$ cat config.mk
export PLATFORM = sky130hd
export DESIGN_NAME = bp_lce_req_arbiter_flat
export DESIGN_NICKNAME = d
export VERILOG_FILES = /design/src/rtl/bp_lce_req_arbiter_if.sv /design/src/rtl/bp_lce_req_arbiter.sv /design/src/flat_wrapper.sv
export SDC_FILE = /design/constraint.sdc
export NUM_CORES = 1
export LEC_CHECK = 0
export ABC_AREA = 0
export BUFFER_PORTS_ARGS = -buffer_cell sky130_fd_sc_hd__buf_2
export CAP_MARGIN = 20
export CORE_MARGIN = 5
export CORE_UTILIZATION = 55
export CTS_CLUSTER_DIAMETER = 200
export CTS_CLUSTER_SIZE = 8
export DETAILED_ROUTE_END_ITERATION = 7
export PLACE_DENSITY = 0.86
export SETUP_SLACK_MARGIN = 0.4
export SLEW_MARGIN = 30
export SYNTH_ARGS = -nofsm -noshare
export SYNTH_HDL_FRONTEND = slang
export SYNTH_SLANG_ARGS = --single-unit
$ cat constraint.sdc
create_clock -name clk_i -period 5 [get_ports clk_i]
set_clock_uncertainty 0.1 [all_clocks]
set_input_delay 0.25 -clock clk_i [delete_from_list [all_inputs] [get_ports clk_i]]
set_output_delay 0.25 -clock clk_i [all_outputs]
set_load 0.05 [all_outputs]
$ cat src/rtl/bp_lce_req_arbiter_if.sv
// Handshake bundle between the LCE request handlers and the shared request-port arbiter.
// The master modport is the requester/network side; the slave modport is the arbiter.
interface bp_lce_req_arbiter_if #(
    parameter int num_lce_p   = 2,
    parameter int msg_width_p = 128
) ();
    localparam int lg_num_lce_lp = (num_lce_p == 1) ? 1 : $clog2(num_lce_p);

    logic [num_lce_p*msg_width_p-1:0] lce_req_i;
    logic [num_lce_p-1:0]             lce_req_v_i;
    logic [num_lce_p-1:0]             lce_req_ready_o;
    logic [num_lce_p-1:0]             req_complete_i;
    logic [msg_width_p-1:0]           lce_req_o;
    logic                             lce_req_v_o;
    logic                             lce_req_ready_i;
    logic [lg_num_lce_lp-1:0]         lce_req_grant_o;
    logic [num_lce_p-1:0]             credits_empty_o;
    logic                             underflow_o;

    modport master (
        output lce_req_i, lce_req_v_i, req_complete_i, lce_req_ready_i,
        input  lce_req_ready_o, lce_req_o, lce_req_v_o, lce_req_grant_o,
               credits_empty_o, underflow_o
    );

    modport slave (
        input  lce_req_i, lce_req_v_i, req_complete_i, lce_req_ready_i,
        output lce_req_ready_o, lce_req_o, lce_req_v_o, lce_req_grant_o,
               credits_empty_o, underflow_o
    );
endinterface

$ cat src/rtl/bp_lce_req_arbiter.sv
// Round-robin share of one LCE request port among num_lce_p requesters, each with a
// one-entry buffer and an outstanding-request credit counter.
module bp_lce_req_arbiter #(
    parameter int num_lce_p   = 2,
    parameter int msg_width_p = 128,
    parameter int credits_p   = 8
) (
    input  logic                   clk_i,
    input  logic                   reset_n_i,
    bp_lce_req_arbiter_if.slave    lce_if
);
    localparam int lg_num_lce_lp = (num_lce_p == 1) ? 1 : $clog2(num_lce_p);
    localparam int cnt_w_lp      = $clog2(credits_p + 1);

    logic [msg_width_p-1:0]   r_buf   [num_lce_p];
    logic [num_lce_p-1:0]     r_buf_v;
    logic [cnt_w_lp-1:0]      r_count [num_lce_p];
    logic [lg_num_lce_lp-1:0] r_rr;
    logic                     r_underflow;

    logic [num_lce_p-1:0]     w_ready;
    logic [num_lce_p-1:0]     w_accept;
    logic [num_lce_p-1:0]     w_deq;
    logic [num_lce_p-1:0]     w_empty;
    logic [num_lce_p-1:0]     w_uf;
    logic [lg_num_lce_lp-1:0] w_grant;
    logic [lg_num_lce_lp-1:0] w_rr_next;
    logic                     w_send;

    // Per-requester ready, accept, credit-empty and underflow detection.
    always_comb begin
        w_ready  = '0;
        w_accept = '0;
        w_empty  = '0;
        w_uf     = '0;
        for (int i = 0; i < num_lce_p; i++) begin
            w_ready[i]  = ~r_buf_v[i] & (r_count[i] < cnt_w_lp'(credits_p));
            w_accept[i] = lce_if.lce_req_v_i[i] & w_ready[i];
            w_empty[i]  = (r_count[i] == '0);
            w_uf[i]     = lce_if.req_complete_i[i] & w_empty[i] & ~w_accept[i];
        end
    end

    // Round-robin grant: first valid buffer at or after r_rr, wrapping.
    always_comb begin
        logic                     found;
        logic [lg_num_lce_lp-1:0] idx;
        w_grant = '0;
        found   = 1'b0;
        idx     = '0;
        for (int k = 0; k < num_lce_p; k++) begin
            idx = lg_num_lce_lp'((int'(r_rr) + k) % num_lce_p);
            if (!found && r_buf_v[idx]) begin
                w_grant = idx;
                found   = 1'b1;
            end else begin
                found   = found;
            end
        end
    end

    // Outbound send, dequeue one-hot and next rr pointer.
    always_comb begin
        w_send    = lce_if.lce_req_ready_i & (|r_buf_v);
        w_deq     = '0;
        w_rr_next = r_rr;
        if (w_send) begin
            w_deq[w_grant] = 1'b1;
            if (w_grant == lg_num_lce_lp'(num_lce_p - 1)) begin
                w_rr_next = '0;
            end else begin
                w_rr_next = w_grant + lg_num_lce_lp'(1);
            end
        end else begin
            w_rr_next = r_rr;
        end
    end

    // Buffers, credit counters, rr pointer and sticky underflow flag.
    always_ff @(posedge clk_i or negedge reset_n_i) begin
        if (!reset_n_i) begin
            for (int i = 0; i < num_lce_p; i++) begin
                r_buf[i]   <= '0;
                r_count[i] <= '0;
            end
            r_buf_v     <= '0;
            r_rr        <= '0;
            r_underflow <= 1'b0;
        end else begin
            for (int i = 0; i < num_lce_p; i++) begin
                if (w_accept[i]) begin
                    r_buf[i]   <= lce_if.lce_req_i[i*msg_width_p +: msg_width_p];
                    r_buf_v[i] <= 1'b1;
                end else if (w_deq[i]) begin
                    r_buf_v[i] <= 1'b0;
                end else begin
                    r_buf_v[i] <= r_buf_v[i];
                end
                // Accept and completion in one cycle cancel; completion at zero saturates.
                case ({w_accept[i], lce_if.req_complete_i[i]})
                    2'b10:   r_count[i] <= r_count[i] + cnt_w_lp'(1);
                    2'b01:   r_count[i] <= w_empty[i] ? r_count[i] : r_count[i] - cnt_w_lp'(1);
                    default: r_count[i] <= r_count[i];
                endcase
            end
            r_rr        <= w_rr_next;
            r_underflow <= r_underflow | (|w_uf);
        end
    end

    assign lce_if.lce_req_ready_o = w_ready;
    assign lce_if.lce_req_v_o     = w_send;
    assign lce_if.lce_req_o       = r_buf[w_grant];
    assign lce_if.lce_req_grant_o = w_grant;
    assign lce_if.credits_empty_o = w_empty;
    assign lce_if.underflow_o     = r_underflow;
endmodule

$ cat src/flat_wrapper.sv
// flat-port wrapper written by rule: the top's interface ports become plain ports
module bp_lce_req_arbiter_flat 
#(
    parameter int num_lce_p   = 2,
    parameter int msg_width_p = 128,
    parameter int credits_p   = 8
)
  (clk_i, reset_n_i, lce_if_lce_req_i, lce_if_lce_req_v_i, lce_if_req_complete_i, lce_if_lce_req_ready_i, lce_if_lce_req_ready_o, lce_if_lce_req_o, lce_if_lce_req_v_o, lce_if_lce_req_grant_o, lce_if_credits_empty_o, lce_if_underflow_o);
  bp_lce_req_arbiter_if #(.num_lce_p(num_lce_p), .msg_width_p(msg_width_p)) lce_if_i ();
  input  logic clk_i;
  input  logic reset_n_i;
  input wire logic [$bits(lce_if_i.lce_req_i)-1:0] lce_if_lce_req_i;
  input wire logic [$bits(lce_if_i.lce_req_v_i)-1:0] lce_if_lce_req_v_i;
  input wire logic [$bits(lce_if_i.req_complete_i)-1:0] lce_if_req_complete_i;
  input wire logic [$bits(lce_if_i.lce_req_ready_i)-1:0] lce_if_lce_req_ready_i;
  output wire logic [$bits(lce_if_i.lce_req_ready_o)-1:0] lce_if_lce_req_ready_o;
  output wire logic [$bits(lce_if_i.lce_req_o)-1:0] lce_if_lce_req_o;
  output wire logic [$bits(lce_if_i.lce_req_v_o)-1:0] lce_if_lce_req_v_o;
  output wire logic [$bits(lce_if_i.lce_req_grant_o)-1:0] lce_if_lce_req_grant_o;
  output wire logic [$bits(lce_if_i.credits_empty_o)-1:0] lce_if_credits_empty_o;
  output wire logic [$bits(lce_if_i.underflow_o)-1:0] lce_if_underflow_o;
  assign lce_if_i.lce_req_i = lce_if_lce_req_i;
  assign lce_if_i.lce_req_v_i = lce_if_lce_req_v_i;
  assign lce_if_i.req_complete_i = lce_if_req_complete_i;
  assign lce_if_i.lce_req_ready_i = lce_if_lce_req_ready_i;
  assign lce_if_lce_req_ready_o = lce_if_i.lce_req_ready_o;
  assign lce_if_lce_req_o = lce_if_i.lce_req_o;
  assign lce_if_lce_req_v_o = lce_if_i.lce_req_v_o;
  assign lce_if_lce_req_grant_o = lce_if_i.lce_req_grant_o;
  assign lce_if_credits_empty_o = lce_if_i.credits_empty_o;
  assign lce_if_underflow_o = lce_if_i.underflow_o;
  bp_lce_req_arbiter #(.num_lce_p(num_lce_p), .msg_width_p(msg_width_p), .credits_p(credits_p)) u_core (.clk_i(clk_i), .reset_n_i(reset_n_i), .lce_if(lce_if_i));
endmodule
* Yosys cells after proc, flatten, opt, wreduce, memory -nomap -nowiden
Index checks and enable logic that the tools add are counted.
** Operators by class
- Add/sub/neg operators :: 6
- Reduce and logical (&&, ||, !) cells :: 13
- $lt $le $gt $ge :: 7
- Equal/unequal tests :: 6
- Muxes and demuxes :: 22
- Bitwise operators :: 15
** Operator list (count)
- 128-bit 2-to-1 mux :: 3
- 4-bit one-hot mux with 2 select lines :: 2
- 1-bit 2-to-1 mux :: 13
- 1-bit AND :: 9
- 4-bit by 1-bit adder with 4-bit output, second input constant :: 2
- 4-bit zero test :: 2
- 4-bit < comparator, second input constant :: 2
- 4-bit 2-to-1 mux :: 2
- 2-bit nonzero test :: 4
- 4-bit by 1-bit subtractor with 4-bit output, second input constant :: 2
- 1-bit by 2-bit < comparator with 1-bit output, second input constant :: 3
- 2-bit by 1-bit == test with 1-bit output, second input constant :: 2
- 2-bit == test, second input constant :: 2
- 2-bit inequality test, second input constant :: 2
- 1-bit inverter :: 4
- 2-bit AND reduction :: 2
- 2-bit OR reduction :: 2
- 1-bit adder, second input constant :: 2
- 2-bit greater-or-equal comparator, second input constant :: 1
- 1-bit logical AND :: 2
- 2-bit 2-to-1 mux :: 1
- 1-bit inverter with 2-bit output :: 1
- 1-bit demux with 1-bit select :: 1
- 1-bit greater-or-equal comparator, second input constant :: 1
- other kinds (2) :: 2
** Storage, ports and cells
- Word-level logic and storage cells :: 77
- Output and inout bits :: 135
- Bits in registers :: 268
- Input port bits :: 263

* Logic depth before layout (Yosys ltp)
- Depth in word-level cells :: 13
- Mapped depth :: 10
- Mapped depth without buffers :: 7

* Worst setup path after synthesis
No wires, ideal clock.
- Path type :: register to register
- Start point :: reg u_core.r_buf_v[0]
- End point :: reg u_core.r_count[6] (netlist bit)
- Arrival time :: 1914 ps
- Library setup time :: 128 ps
- Clock period less this slack :: 2142 ps
- Slack :: 2858 ps
- Data required time :: 4772 ps
- Buffers on the path :: 3
- Cell stages (with the launch flop) :: 11
- Cell sequence :: dfrtp_1 or3b_1 buf_2 buf_6 buf_6 nand2_1 xnor2_1 ha_1 nor3b_1 a22o_1 a22oi_1
** Between the ends
- Cells in the longest elaborated chain, start to end :: 6
- Elaborated cells on any way between the ends :: 9
- Those cells by class :: 3 x eq/ne; 1 x mux; 3 x bitwise; 2 x reduce/logical
** Ends and longest elaborated chain
- from (decl) :: RTL line bp_lce_req_arbiter.sv:16 : logic [num_lce_p-1:0] r_buf_v;
- from (signal, indexed assignment) :: RTL line bp_lce_req_arbiter.sv:97 : r_buf_v[i] <= r_buf_v[i];
- 1-bit inverter (*) :: RTL line bp_lce_req_arbiter.sv:37 : w_ready[i] = ~r_buf_v[i] & (r_count[i] < cnt_w_lp'(credits_p));
- 1-bit AND (*) :: RTL line bp_lce_req_arbiter.sv:37
- 1-bit AND (*) :: RTL line bp_lce_req_arbiter.sv:38 : w_accept[i] = lce_if.lce_req_v_i[i] & w_ready[i];
- 2-bit by 1-bit == test with 1-bit output or 2-bit == test (tied branches) :: RTL line bp_lce_req_arbiter.sv:100 : case ({w_accept[i], lce_if.req_complete_i[i]})
- 2-bit inequality test (no source line) or 2-bit nonzero test (tied branches)
- 2-bit AND reduction (no source line)
- to (signal, indexed assignment) :: RTL line bp_lce_req_arbiter.sv:101 : 2'b10: r_count[i] <= r_count[i] + cnt_w_lp'(1);
- to (signal, indexed assignment) :: RTL line bp_lce_req_arbiter.sv:102 : 2'b01: r_count[i] <= w_empty[i] ? r_count[i] : r_count[i] - cnt_w_lp'(1);
- to (signal, indexed assignment) :: RTL line bp_lce_req_arbiter.sv:103 : default: r_count[i] <= r_count[i];
- to (decl) :: RTL line bp_lce_req_arbiter.sv:17 : logic [cnt_w_lp-1:0] r_count [num_lce_p];
Every way passes the cells marked *; elsewhere a longest branch is shown, timed or not.
A chain may end at the register's enable or synchronous reset.

* Worst setup path after layout
- Start point :: reg u_core.r_rr
- End point :: out lce_if_lce_req_o[81]
** Between the ends
- Cells in the longest elaborated chain, start to end :: 10
- Elaborated cells on any way between the ends :: 14
- Those cells by class :: 1 x add/sub; 10 x mux; 1 x bitwise; 2 x reduce/logical
** Ends and longest elaborated chain
- from (decl) :: RTL line bp_lce_req_arbiter.sv:18 : logic [lg_num_lce_lp-1:0] r_rr;
- from (signal assigned) :: RTL line bp_lce_req_arbiter.sv:106 : r_rr <= w_rr_next;
- 1-bit 2-to-1 mux (implied by the code) (2 in a row) :: RTL line bp_lce_req_arbiter.sv:53 : if (!found && r_buf_v[idx]) begin
- 1-bit 2-to-1 mux :: RTL line bp_lce_req_arbiter.sv:53
- 1-bit zero test :: RTL line bp_lce_req_arbiter.sv:53
- 1-bit logical AND :: RTL line bp_lce_req_arbiter.sv:53
- 1-bit 2-to-1 mux (*) :: RTL line bp_lce_req_arbiter.sv:53
- 1-bit inverter with 2-bit output (implied by the code) (*) :: RTL line bp_lce_req_arbiter.sv:113 : assign lce_if.lce_req_o = r_buf[w_grant];
- 128-bit 2-to-1 mux (implied by the code) (*) (3 in a row) :: RTL line bp_lce_req_arbiter.sv:113
- to (decl) :: RTL line flat_wrapper.sv:17 : output wire logic [$bits(lce_if_i.lce_req_o)-1:0] lce_if_lce_req_o;
Every way passes the cells marked *; elsewhere a longest branch is shown, timed or not. The select of a mux whose other input is x is not followed.

==> impl_table.tex <==
\begin{tabular}{lr}
\hline
Metric & Value \\
\hline
\multicolumn{2}{l}{\textbf{Logic synthesis}} \\
Count of yosys warnings during synthesis & 0 \\
Net Count, Synth & 1,032 \\
Async S/R FF share, synth & 100\% \\
Share of synthesized area occupied by flip-flops and latches & 55.5\% \\
Leading cell type by number of instances after synthesis & mux2\_2 \\
Cell taking the most area after synthesis & dfrtp\_1 \\
Number of enable flip-flop cells after synthesis & 0 \\
Number of register bits inferred by synthesis & 268 \\
Cell Area, Synth & 12,100 µm² \\
Post-synthesis cell type count & 28 \\
Biggest area contributors in the synthesized netlist & dfrtp\_1 (55\%), mux2\_2 (27\%), mux2\_4 (11\%), buf\_2 (1.3\%), buf\_6 (1.1\%) \\
Flip-flop cell with the highest count after synthesis & dfrtp\_1 \\
Avg Inst Size Synth & 15.8 µm² \\
Portion of synthesized cell area occupied by the leading cell type & 55.5\% \\
Post-synth top cells & mux2\_2 (294), dfrtp\_1 (268), mux2\_4 (90) \\
Post-Syn Instances & 767 \\
\multicolumn{2}{l}{\textbf{Critical path}} \\
Worst EP required & 4.65 ns \\
Buffers \& Inverters on Critical Path & 2 \\
Worst setup path endpoint & lce\_if\_lce\_req\_o[81] \\
Sort of element at the start of the critical path & register \\
List of cells traversed by the critical path & nand2b\_1 -> nand2\_4 -> buf\_12 -> mux2\_2 -> buf\_2 \\
Critical path depth & 5 \\
Top fanout value on the critical path & 75 \\
Reg2reg end & u\_core.r\_buf[101]\$\_DFFE\_PN0P\_ \\
Kind of end point of the critical path & primary output \\
Cell at the slowest stage of the critical path & nand2\_4 \\
Type of the setup path with the least slack & reg2out \\
Cell type group with the largest total delay on the critical path & simple AND/OR/NAND/NOR gates \\
Slowest Stage Delay on Critical Path & 0.63 ns \\
Launch instance of the worst register-to-register path & u\_core.r\_buf\_v[1]\$\_DFFE\_PN0P\_ \\
Worst Setup SP & u\_core.r\_rr\$\_DFFE\_PN0N\_ \\
Reg2Reg Depth & 3 \\
Minimum setup slack among reg-to-reg paths & 2.44 ns \\
Arrival time at the worst endpoint & 2.90 ns \\
\multicolumn{2}{l}{\textbf{Die}} \\
Area of the die & 25,000 µm² \\
Boundary Pins & 398 \\
Die extent in x & 158 µm \\
Area of the core & 21,800 µm² \\
Cell Rows & 54 \\
Initial Utilization & 55.6\% \\
Height of the die & 158 µm \\
\multicolumn{2}{l}{\textbf{Finish}} \\
Share of cells above drive strength 1 & 58.6\% \\
Number of nets in the finished design & 1,689 \\
Area growth from synthesis to layout & 48.1\% \\
Core Util, Final & 82.3\% \\
Number of filler instances in the final layout & 954 \\
\multicolumn{2}{l}{\textbf{Power and ir drop}} \\
Static power due to leakage & 8.69 nW \\
Worst VDD drop & 699 µV \\
Clock share of power & 17.5\% \\
Power spent charging and discharging nets & 6.25 mW \\
Power density over cell area & 766 nW/µm² \\
Portion of total power attributed to combinational logic & 52.0\% \\
Part of the power in registers & 30.5\% \\
Switching part of the total power & 45.6\% \\
Internal Pwr Total & 7.46 mW \\
\multicolumn{2}{l}{\textbf{Clock network}} \\
Buffers inserted during post-CTS setup optimization & 0 \\
Max H-tree Level & 2 \\
CTS sink cnt & 268 \\
Buffer depth of the longest clock path & 3 \\
Clock-pin slew on the worst setup and hold paths & 0.05 ns \\
CTS Root Buffer Type & clkbuf\_16 \\
Cts bufs inserted & 39 \\
Clock latency on the worst-skew pair & 0.50 ns \\
CTS tree & yes \\
\multicolumn{2}{l}{\textbf{Place}} \\
Number of input and output port buffers inserted & 397 \\
Half-perimeter wire length after placement & 22.3 mm \\
Final Wtd Congestion & 0.879 \\
\multicolumn{2}{l}{\textbf{Timing}} \\
Final worst path period share & 65.1\% \\
Pins Over Slew Limit & 0 \\
Max Clk Rate & 307 MHz \\
Unrepaired setup endpoints after global routing & false \\
Total negative slack & 0 ns \\
Hold violation count in the final report & 0 \\
Final Critical Period & 3.25 ns \\
Transition at the pin with the smallest max-transition slack & 0.959 ns \\
Final setup violation count & 0 \\
Slew margin rel. & 36.1\% \\
\multicolumn{2}{l}{\textbf{Global routing}} \\
Number of global-route vias before repair & 11,100 \\
Total GRT Usage & 33.4\% \\
Largest net degree at the start of global routing & 137 \\
Gr ovfl total & 0 \\
Antenna violations before repair & 2 \\
Global-route wire length before repair & 64.1 mm \\
\multicolumn{2}{l}{\textbf{Drt}} \\
Met3 wirelength from detailed routing & 3.40 mm \\
Wire per inst & 25.1 µm \\
Metal1 wirelength & 14.8 mm \\
Antenna viol nets, final & 0 \\
Number of remaining DRC errors & 0 \\
Total Routed Length & 42.8 mm \\
Initial drt markers & 653 \\
Overall via count from detail\_route & 9,630 \\
Uppermost layer routed & met4 \\
Met2 wire len & 22.1 mm \\
Post-detailed-route via-to-cell ratio & 5.63 \\
First-pass iteration count of the detailed router & 5 \\
\multicolumn{2}{l}{\textbf{Outcome}} \\
Run status & complete, no violations \\
\multicolumn{2}{l}{\textbf{Flow run}} \\
Max\_cap viols & 0 \\
\multicolumn{2}{l}{\textbf{Hold path}} \\
Hold Path Class & in2reg \\
\hline
\end{tabular}
## stage by stage
step | std cells | power (mW) | setup WS [ns] | hold WS (ns) | cell area, µm²
after floorplan | 767 | 9.17 | 2.86 | -0.146 | 12100
after global placement | 1402 | 10.5 | 2.37 | 0.131 | 14200
after detailed placement | 1402 | 10.7 | 2.35 | 0.133 | 14200
after CTS | 1705 | 13.3 | 1.80 | 0.144 | 17900
after global routing | 1708 | 14.1 | 1.65 | 0.165 | 17900
final | 1709 | 13.7 | 1.75 | 0.144 | 17900
## worst register-to-register path, stage by stage (launching register included)
cell and delay (ns):
dfrtp_1 0.54, or3b_4 0.49, buf_4 0.79, mux2_2 0.53
## cell usage in the layout, fill, tap and decap left out, types with 2 or more instances in the layout
cell type      instances
nand3_1                2
a31o_2                 2
o211ai_1               2
nor2_1                 8
a22o_1                 4
clkbuf_16             41
mux2_4                90
inv_1                  7
nor3b_1                2
a22oi_1                4
diode_2                4
dlygate4sd3_1        261
or4_1                  2
a21oi_1                2
nand2_1                8
or3b_4                 2
xnor2_1                4
o21ai_0                4
nand4_1                4
ha_1                   2
buf_2                396
mux2_2               294
buf_4                  3
buf_12                 3
dfrtp_1              268
## cells by family after synthesis
family,Yosys count,synth area share (%)
and+or+nand+nor,33,1.46
AOI/OAI and AO/OA,21,1.23
adders and majority gates,2,0.207
xor gates and xnor gates,4,0.290
muxes,384,38.6
DFF,268,55.5
buffers and inverters,55,2.77
## layout make-up
cell class              instances  area (µm²)  area share [%]
flip-flops and latches        268        6710            37.5
multi-input cells             444        5070            28.3
repair buffers                664        4690            26.2
clock buffers                  41        1030            5.73
well taps                     280         350            1.96
clock inverters                 1        30.0           0.168
inverters                       7        26.3           0.147
diodes                          4        10.0          0.0559
## routing by layer
layer | vias up | global-route usage, %
li1 | 4048 | -
met1 | 4811 | 36.8
met2 | 584 | 59.6
met3 | 187 | 8.40
met4 | 0 | 17.6
met5 | - | 0
## state kept, by name, indices dropped and copies added, names as in the netlist
signal,flops
u_core.lce_if.underflow_o,1
u_core.r_rr,1
u_core.r_count,8
u_core.r_buf_v,2
u_core.r_buf,256
## repair_timing
action / CTS / global route
hold buffers: 261 / 0
gates resized for setup: 0 / 0
endpoints found under the hold margin: 326 / 0
## power by group through the flow
stage | Sequential, mW | Clock (mW) | Combinational [mW]
2_1_floorplan | 3.69 | 0 | 5.49
3_3_place_gp | 3.95 | 0 | 6.53
3_5_place_dp | 4.00 | 0 | 6.67
4_1_cts | 4.01 | 2.38 | 6.87
5_1_grt | 4.23 | 2.52 | 7.39
6_report | 4.18 | 2.40 | 7.13
## worst min path at each step
stage                               start                             endpoint  slack [ns]  depth (start not counted)
floorplan                       reset_n_i  u_core.lce_if.underflow_o$_DFF_PN0_       -0.15                          0
global placement                reset_n_i        u_core.r_buf[148]$_DFFE_PN0P_        0.13                          1
detailed placement              reset_n_i        u_core.r_buf[177]$_DFFE_PN0P_        0.13                          1
CTS                 lce_if_lce_req_v_i[1]        u_core.r_count[1]$_DFFE_PN0P_        0.14                          4
global route        lce_if_lce_req_v_i[1]        u_core.r_count[1]$_DFFE_PN0P_        0.17                          4
finish              lce_if_lce_req_v_i[1]        u_core.r_count[1]$_DFFE_PN0P_        0.14                          4
Power figures use the tool's default switching activity.
